--- src/rtl/light_sequencer.sv ---
// Sequencer for the 24-bit lights selector: conditions the push-button, generates timed steps,
// arbitrates the white override and drives the selector's sel/rst/button.
module light_sequencer #(
    parameter int DEBOUNCE_CYCLES = 4,
    parameter int STEP_CYCLES     = 8,
    parameter int CNT_W           = 8
) (
    input  logic       clk,
    input  logic       rst_n,
    input  logic       enable,
    input  logic       mode_auto,
    input  logic       btn_in,
    input  logic       white_req,
    output logic       sel,
    output logic       sel_rst,
    output logic       button,
    output logic [2:0] colour_idx,
    output logic [2:0] state_o
);

    localparam logic [2:0] ST_OFF    = 3'd0;
    localparam logic [2:0] ST_INIT   = 3'd1;
    localparam logic [2:0] ST_MANUAL = 3'd2;
    localparam logic [2:0] ST_AUTO   = 3'd3;
    localparam logic [2:0] ST_WHITE  = 3'd4;

    localparam logic [CNT_W-1:0] DEB_LAST  = CNT_W'(DEBOUNCE_CYCLES - 1);
    localparam logic [CNT_W-1:0] STEP_LOAD = CNT_W'(STEP_CYCLES - 1);

    logic             sync1_r;
    logic             sync2_r;
    logic             clean_r;
    logic             clean_d_r;
    logic             press_r;
    logic [CNT_W-1:0] deb_cnt_r;
    logic [CNT_W-1:0] timer_r;
    logic [2:0]       state_r;
    logic             sel_r;
    logic             sel_rst_r;
    logic             button_r;
    logic [2:0]       colour_r;

    logic [2:0]       state_nx_s;
    logic [CNT_W-1:0] timer_nx_s;
    logic             step_s;

    // Colour order 1..6 then wraps to 1; off (0) or an illegal code restarts at 1.
    function automatic logic [2:0] next_colour(input logic [2:0] c);
        logic [2:0] n;
        if ((c >= 3'd1) && (c <= 3'd5)) begin
            n = c + 3'd1;
        end else begin
            n = 3'd1;
        end
        return n;
    endfunction

    // Button synchroniser, debounce counter and one-cycle press strobe.
    always_ff @(posedge clk or negedge rst_n) begin
        if (!rst_n) begin
            sync1_r   <= 1'b0;
            sync2_r   <= 1'b0;
            clean_r   <= 1'b0;
            clean_d_r <= 1'b0;
            press_r   <= 1'b0;
            deb_cnt_r <= {CNT_W{1'b0}};
        end else begin
            sync1_r <= btn_in;
            sync2_r <= sync1_r;
            if (sync2_r != clean_r) begin
                if (deb_cnt_r == DEB_LAST) begin
                    clean_r   <= sync2_r;
                    deb_cnt_r <= {CNT_W{1'b0}};
                end else begin
                    deb_cnt_r <= deb_cnt_r + {{(CNT_W-1){1'b0}}, 1'b1};
                end
            end else begin
                deb_cnt_r <= {CNT_W{1'b0}};
            end
            clean_d_r <= clean_r;
            press_r   <= clean_r & ~clean_d_r;
        end
    end

    // Next state: disable beats white override, which beats the auto/manual choice.
    always_comb begin
        state_nx_s = ST_OFF;
        if (!enable) begin
            state_nx_s = ST_OFF;
        end else begin
            case (state_r)
                ST_OFF: state_nx_s = ST_INIT;
                ST_INIT, ST_MANUAL, ST_AUTO, ST_WHITE: begin
                    if (white_req) begin
                        state_nx_s = ST_WHITE;
                    end else if (mode_auto) begin
                        state_nx_s = ST_AUTO;
                    end else begin
                        state_nx_s = ST_MANUAL;
                    end
                end
                default: state_nx_s = ST_OFF;
            endcase
        end
    end

    // Step generation and timer; events only fire when the state is unchanged across the edge.
    always_comb begin
        step_s     = 1'b0;
        timer_nx_s = timer_r;
        case (state_nx_s)
            ST_INIT: timer_nx_s = STEP_LOAD;
            ST_MANUAL: begin
                if ((state_r == ST_MANUAL) && press_r && !button_r) begin
                    step_s = 1'b1;
                end else begin
                    step_s = 1'b0;
                end
            end
            ST_AUTO: begin
                if (state_r == ST_AUTO) begin
                    if (timer_r == {CNT_W{1'b0}}) begin
                        step_s     = ~button_r;
                        timer_nx_s = STEP_LOAD;
                    end else begin
                        timer_nx_s = timer_r - {{(CNT_W-1){1'b0}}, 1'b1};
                    end
                end else if (state_r == ST_MANUAL) begin
                    timer_nx_s = STEP_LOAD;
                end else begin
                    // Coming back from WHITE or INIT keeps the remaining count.
                    timer_nx_s = timer_r;
                end
            end
            default: timer_nx_s = timer_r;
        endcase
    end

    // State, timer and registered selector drive.
    always_ff @(posedge clk or negedge rst_n) begin
        if (!rst_n) begin
            state_r   <= ST_OFF;
            timer_r   <= {CNT_W{1'b0}};
            sel_r     <= 1'b1;
            sel_rst_r <= 1'b1;
            button_r  <= 1'b0;
            colour_r  <= 3'd0;
        end else begin
            state_r <= state_nx_s;
            timer_r <= timer_nx_s;
            case (state_nx_s)
                ST_OFF, ST_INIT: begin
                    sel_r     <= 1'b1;
                    sel_rst_r <= 1'b1;
                    button_r  <= 1'b0;
                    colour_r  <= 3'd0;
                end
                ST_MANUAL, ST_AUTO: begin
                    sel_r     <= 1'b1;
                    sel_rst_r <= 1'b0;
                    button_r  <= step_s;
                    colour_r  <= step_s ? next_colour(colour_r) : colour_r;
                end
                ST_WHITE: begin
                    sel_r     <= 1'b0;
                    sel_rst_r <= 1'b0;
                    button_r  <= 1'b0;
                    colour_r  <= colour_r;
                end
                default: begin
                    sel_r     <= 1'b1;
                    sel_rst_r <= 1'b1;
                    button_r  <= 1'b0;
                    colour_r  <= 3'd0;
                end
            endcase
        end
    end

    assign sel        = sel_r;
    assign sel_rst    = sel_rst_r;
    assign button     = button_r;
    assign colour_idx = colour_r;
    assign state_o    = state_r;

endmodule
--- config.mk ---
export PLATFORM = sky130hd
export DESIGN_NAME = light_sequencer
export DESIGN_NICKNAME = d
export VERILOG_FILES = /design/src/rtl/light_sequencer.sv
export SDC_FILE = /design/constraint.sdc
export NUM_CORES = 1
export LEC_CHECK = 0
export ABC_AREA = 1
export CAP_MARGIN = 20
export CORE_MARGIN = 4
export CORE_UTILIZATION = 50
export DETAILED_ROUTE_END_ITERATION = 7
export PLACE_DENSITY_LB_ADDON = 0.2
export RECOVER_POWER = 50
export SLEW_MARGIN = 20
export SYNTH_ARGS = -nofsm -noshare
export SYNTH_HDL_FRONTEND = slang
export SYNTH_SLANG_ARGS = --single-unit
--- constraint.sdc ---
create_clock -name clk -period 1.4 [get_ports clk]
set_clock_uncertainty 0.2 [all_clocks]
set_input_delay 0.21 -clock clk [delete_from_list [all_inputs] [get_ports clk]]
set_output_delay 0.21 -clock clk [all_outputs]
set_load 0.05 [all_outputs]
==> impl_results.md <==
* Outcome: finished with violations
* Failing checks: setup timing
* Reg2reg end: colour_idx[2]
* Seq pwr share at 42.9%
* Max-cap viol count at 0
* Avg WL per Cell at 14.13 um
* Die Width at 64.22 um
* Setup crit start: state_o[0]
* Dpl cells at 264
* Vias in the first global route at 1451
* Fin crit period at 1.657 ns
* Final period utilization at 118.4%
* Fin util at 80.54%
* R2r startpoint: state_o[0]
* Most common cell after layout, fill and taps aside: buf_4
* Skew-Pair Late Insertion Delay at 0.33 ns
* Cell internal pwr at 0.001705 W
* Total congestion overflow at 0
* Slew Viols, Final at 0
* #FFs+latches synth at 30
* Avg Cell Area, Syn at 9.134 sq um
* Die height at 64.22 um
* CP Capture Type: flop
* Net Count, Synth at 184
* Worst EP arrival at 1.73 ns
* P per Cell Area at 1034 mW/mm^2
* Reg2Reg Depth at 7
* Startpoint Class: flop
* Net Sw Frac at 32.33%
* P_sw at 0.0008149 W
* Final Wtd Congestion at 0.8981
* Maximum clock frequency at 603.4 MHz
* Root buf cell: clkbuf_4
* Combinational power share at 29.9%
* # setup viols final at 28
* Share of layout cells above drive strength 1 at 44.30%
* Largest net degree at the start of global routing at 18
* Seq. cell area at 762.0 sq um
* Antenna cells at 0
* Sum Neg Setup Slack at -3.385 ns
* Area Growth Syn to Fin at 54.32%
* Leak at 1.187 nW
* Post-synthesis sequential area ratio at 47.66%
* TritonCTS Sinks at 30
* Placed Area at 0.002127 sq mm
* TritonCTS Buffers at 5
* Synth warn at 0
* Fin nets at 247
* RSZ-0062 raised after global routing: yes
* Final hold vios at 0
* Register clock-pin slew on the reported worst setup and hold paths at 0.10 ns
* Cells after Synth at 173
* DR pass1 iterations at 4
* Antenna-violating nets left at 0
* Rows at 20
* Flop2flop setup slack at -0.26 ns
* Final WS setup at -0.2572 ns
* Worst Max-Slew Pin Slew at 0.7536 ns
* PortBufs at 14
* Synth cell types at 27
* First-pass GRT wire length at 6755 um
* Req. time, crit path at 1.48 ns
* Total track usage at 21.59%
* Worst hold path class: in2async
* Clk buf depth at 2
* Design Area, Final at 0.002439 sq mm
* Slew HR at 49.76%
* Drt total wl at 3970 um
* IO Count at 15
* Worst-case vdd ir drop at 944.2 uV
* Initial DRC count at 88
* Antenna violations before repair at 0
* Layout fillers at 187
* CORE AREA at 0.003028 sq mm
* Synth Cell Area at 0.001580 sq mm
* Crit path kind: reg2reg
* HPWL after DPL at 2679 um
* Critical path peak fanout at 5
* DIE AREA at 0.004124 sq mm
* Footprint of the multi-input gates at 869.6 sq um
* CTS tree: done
* Most frequent cells in the layout: buf_4 (30), nand2_1 (24), inv_1 (21), dfrtp_1 (21), nor2_1 (15)
* Total number of vias at 1420
* Power share of the clock group at 27.2%
* Initial Util at 52.19%
* H-tree Lvls at 2
* Min Hold Slack at 0.1630 ns
* Post-DR vias/cell at 5.053
* Residual DRC at 0
* Post-Layout Cell Count at 281
critical path, stage by stage, from the launching register on:
cell	delay, ns
dfrtp_2	0.46
o21ai_4	0.20
nand3_4	0.18
nor2_8	0.19
nand3_4	0.14
nand3_2	0.11
nand2_1	0.06
nand2_1	0.06
stage by stage:
step | worst slack, ns | power, W
floorplan | -0.2161 | 0.001357
global placement | -0.3042 | 0.001615
detailed placement | -0.3881 | 0.001652
CTS | -0.2223 | 0.002403
global route | -0.3374 | 0.002681
finish | -0.2572 | 0.002520
cell type report:
class	count	share of cell area [%]
Clock buffer	5	1.539
Clock inverter	3	1.642
Multi-Input combinational cell	117	35.66
Inverter	26	4.002
Timing Repair Buffer	56	23.65
Sequential cell	30	31.25
Tap cell	44	2.258
flip-flops by register name, indices dropped and copies added, names as in the netlist:
name and cells:
clean_r 1, clean_d_r 1, timer_r 8, sync1_r 1, sel 1, sync2_r 1
state_o 3, colour_idx 3, press_r 1, button 1, sel_rst 1, deb_cnt_r 8
how the worst max path moves through the flow:
stage,slack [ns],end,cells past startpoint
5_1_grt,-0.34,colour_idx[1],9
3_3_place_gp,-0.30,colour_idx[1],6
6_report,-0.26,colour_idx[2],7
3_5_place_dp,-0.39,timer_r[4],7
2_1_floorplan,-0.22,colour_idx[2],6
4_1_cts,-0.22,colour_idx[2],7
power groups by stage:
stage               Sequential (W)  Combinational, W  Clock (W)
floorplan                  0.00110          0.000260          0
detailed placement         0.00106          0.000590          0
global placement           0.00106          0.000559          0
global route               0.00110          0.000824   0.000759
finish                     0.00108          0.000753   0.000685
CTS                        0.00107          0.000640   0.000698
metal layers:
layer	track usage, %	wire [um]	vias to the layer above
li1	-	-	685
met3	5.624	139	16
met1	24.55	1610	685
met4	10.55	133	0
met5	0	0	-
met2	37.29	2086	34
what timing repair did:
item	in CTS	in global routing
setup endpoints to repair	29	31
setup buffers	5	9
pin swaps	5	12
cloned	0	0
gates resized for setup	20	26
hold buffers	0	0
hold endpoints to repair	0	0
cell usage after synthesis:
library cell  count  area (sq um)
or2_2             1         6.260
xnor2_1           3         26.28
xor2_1            8         70.07
o21ai_2           1         8.760
nand4_1           8         50.05
nand3_2           2         20.02
a21oi_1           3         15.01
ha_1              5         62.56
and3_1            1         6.260
inv_2             3         11.26
nand2_4           2         22.52
dfrtp_1          28         700.7
o21ai_0           5         25.02
nand2_1          28         105.1
nor3b_1           3         22.52
nand3_4           3         52.55
a21o_2            1         8.760
nand2_2           2         12.51
nor2_8            2         40.04
nand3_1          13         65.06
o21ai_1           1         5.000
dfstp_2           2         52.55
inv_1            23         86.33
nor4b_1           1         8.760
a21oi_2           1         8.760
nor3_1            1         5.000
nor2_1           22         82.58
kinds of logic after synthesis:
group | count (synthesis) | share of synthesized area, %
simple gates | 89 | 31.59
flops | 30 | 47.66
compound gates | 12 | 4.513
buf+inv | 26 | 6.176
fa+ha+maj | 5 | 3.959
xor+xnor | 11 | 6.097
(Power assumes the default switching activity.)
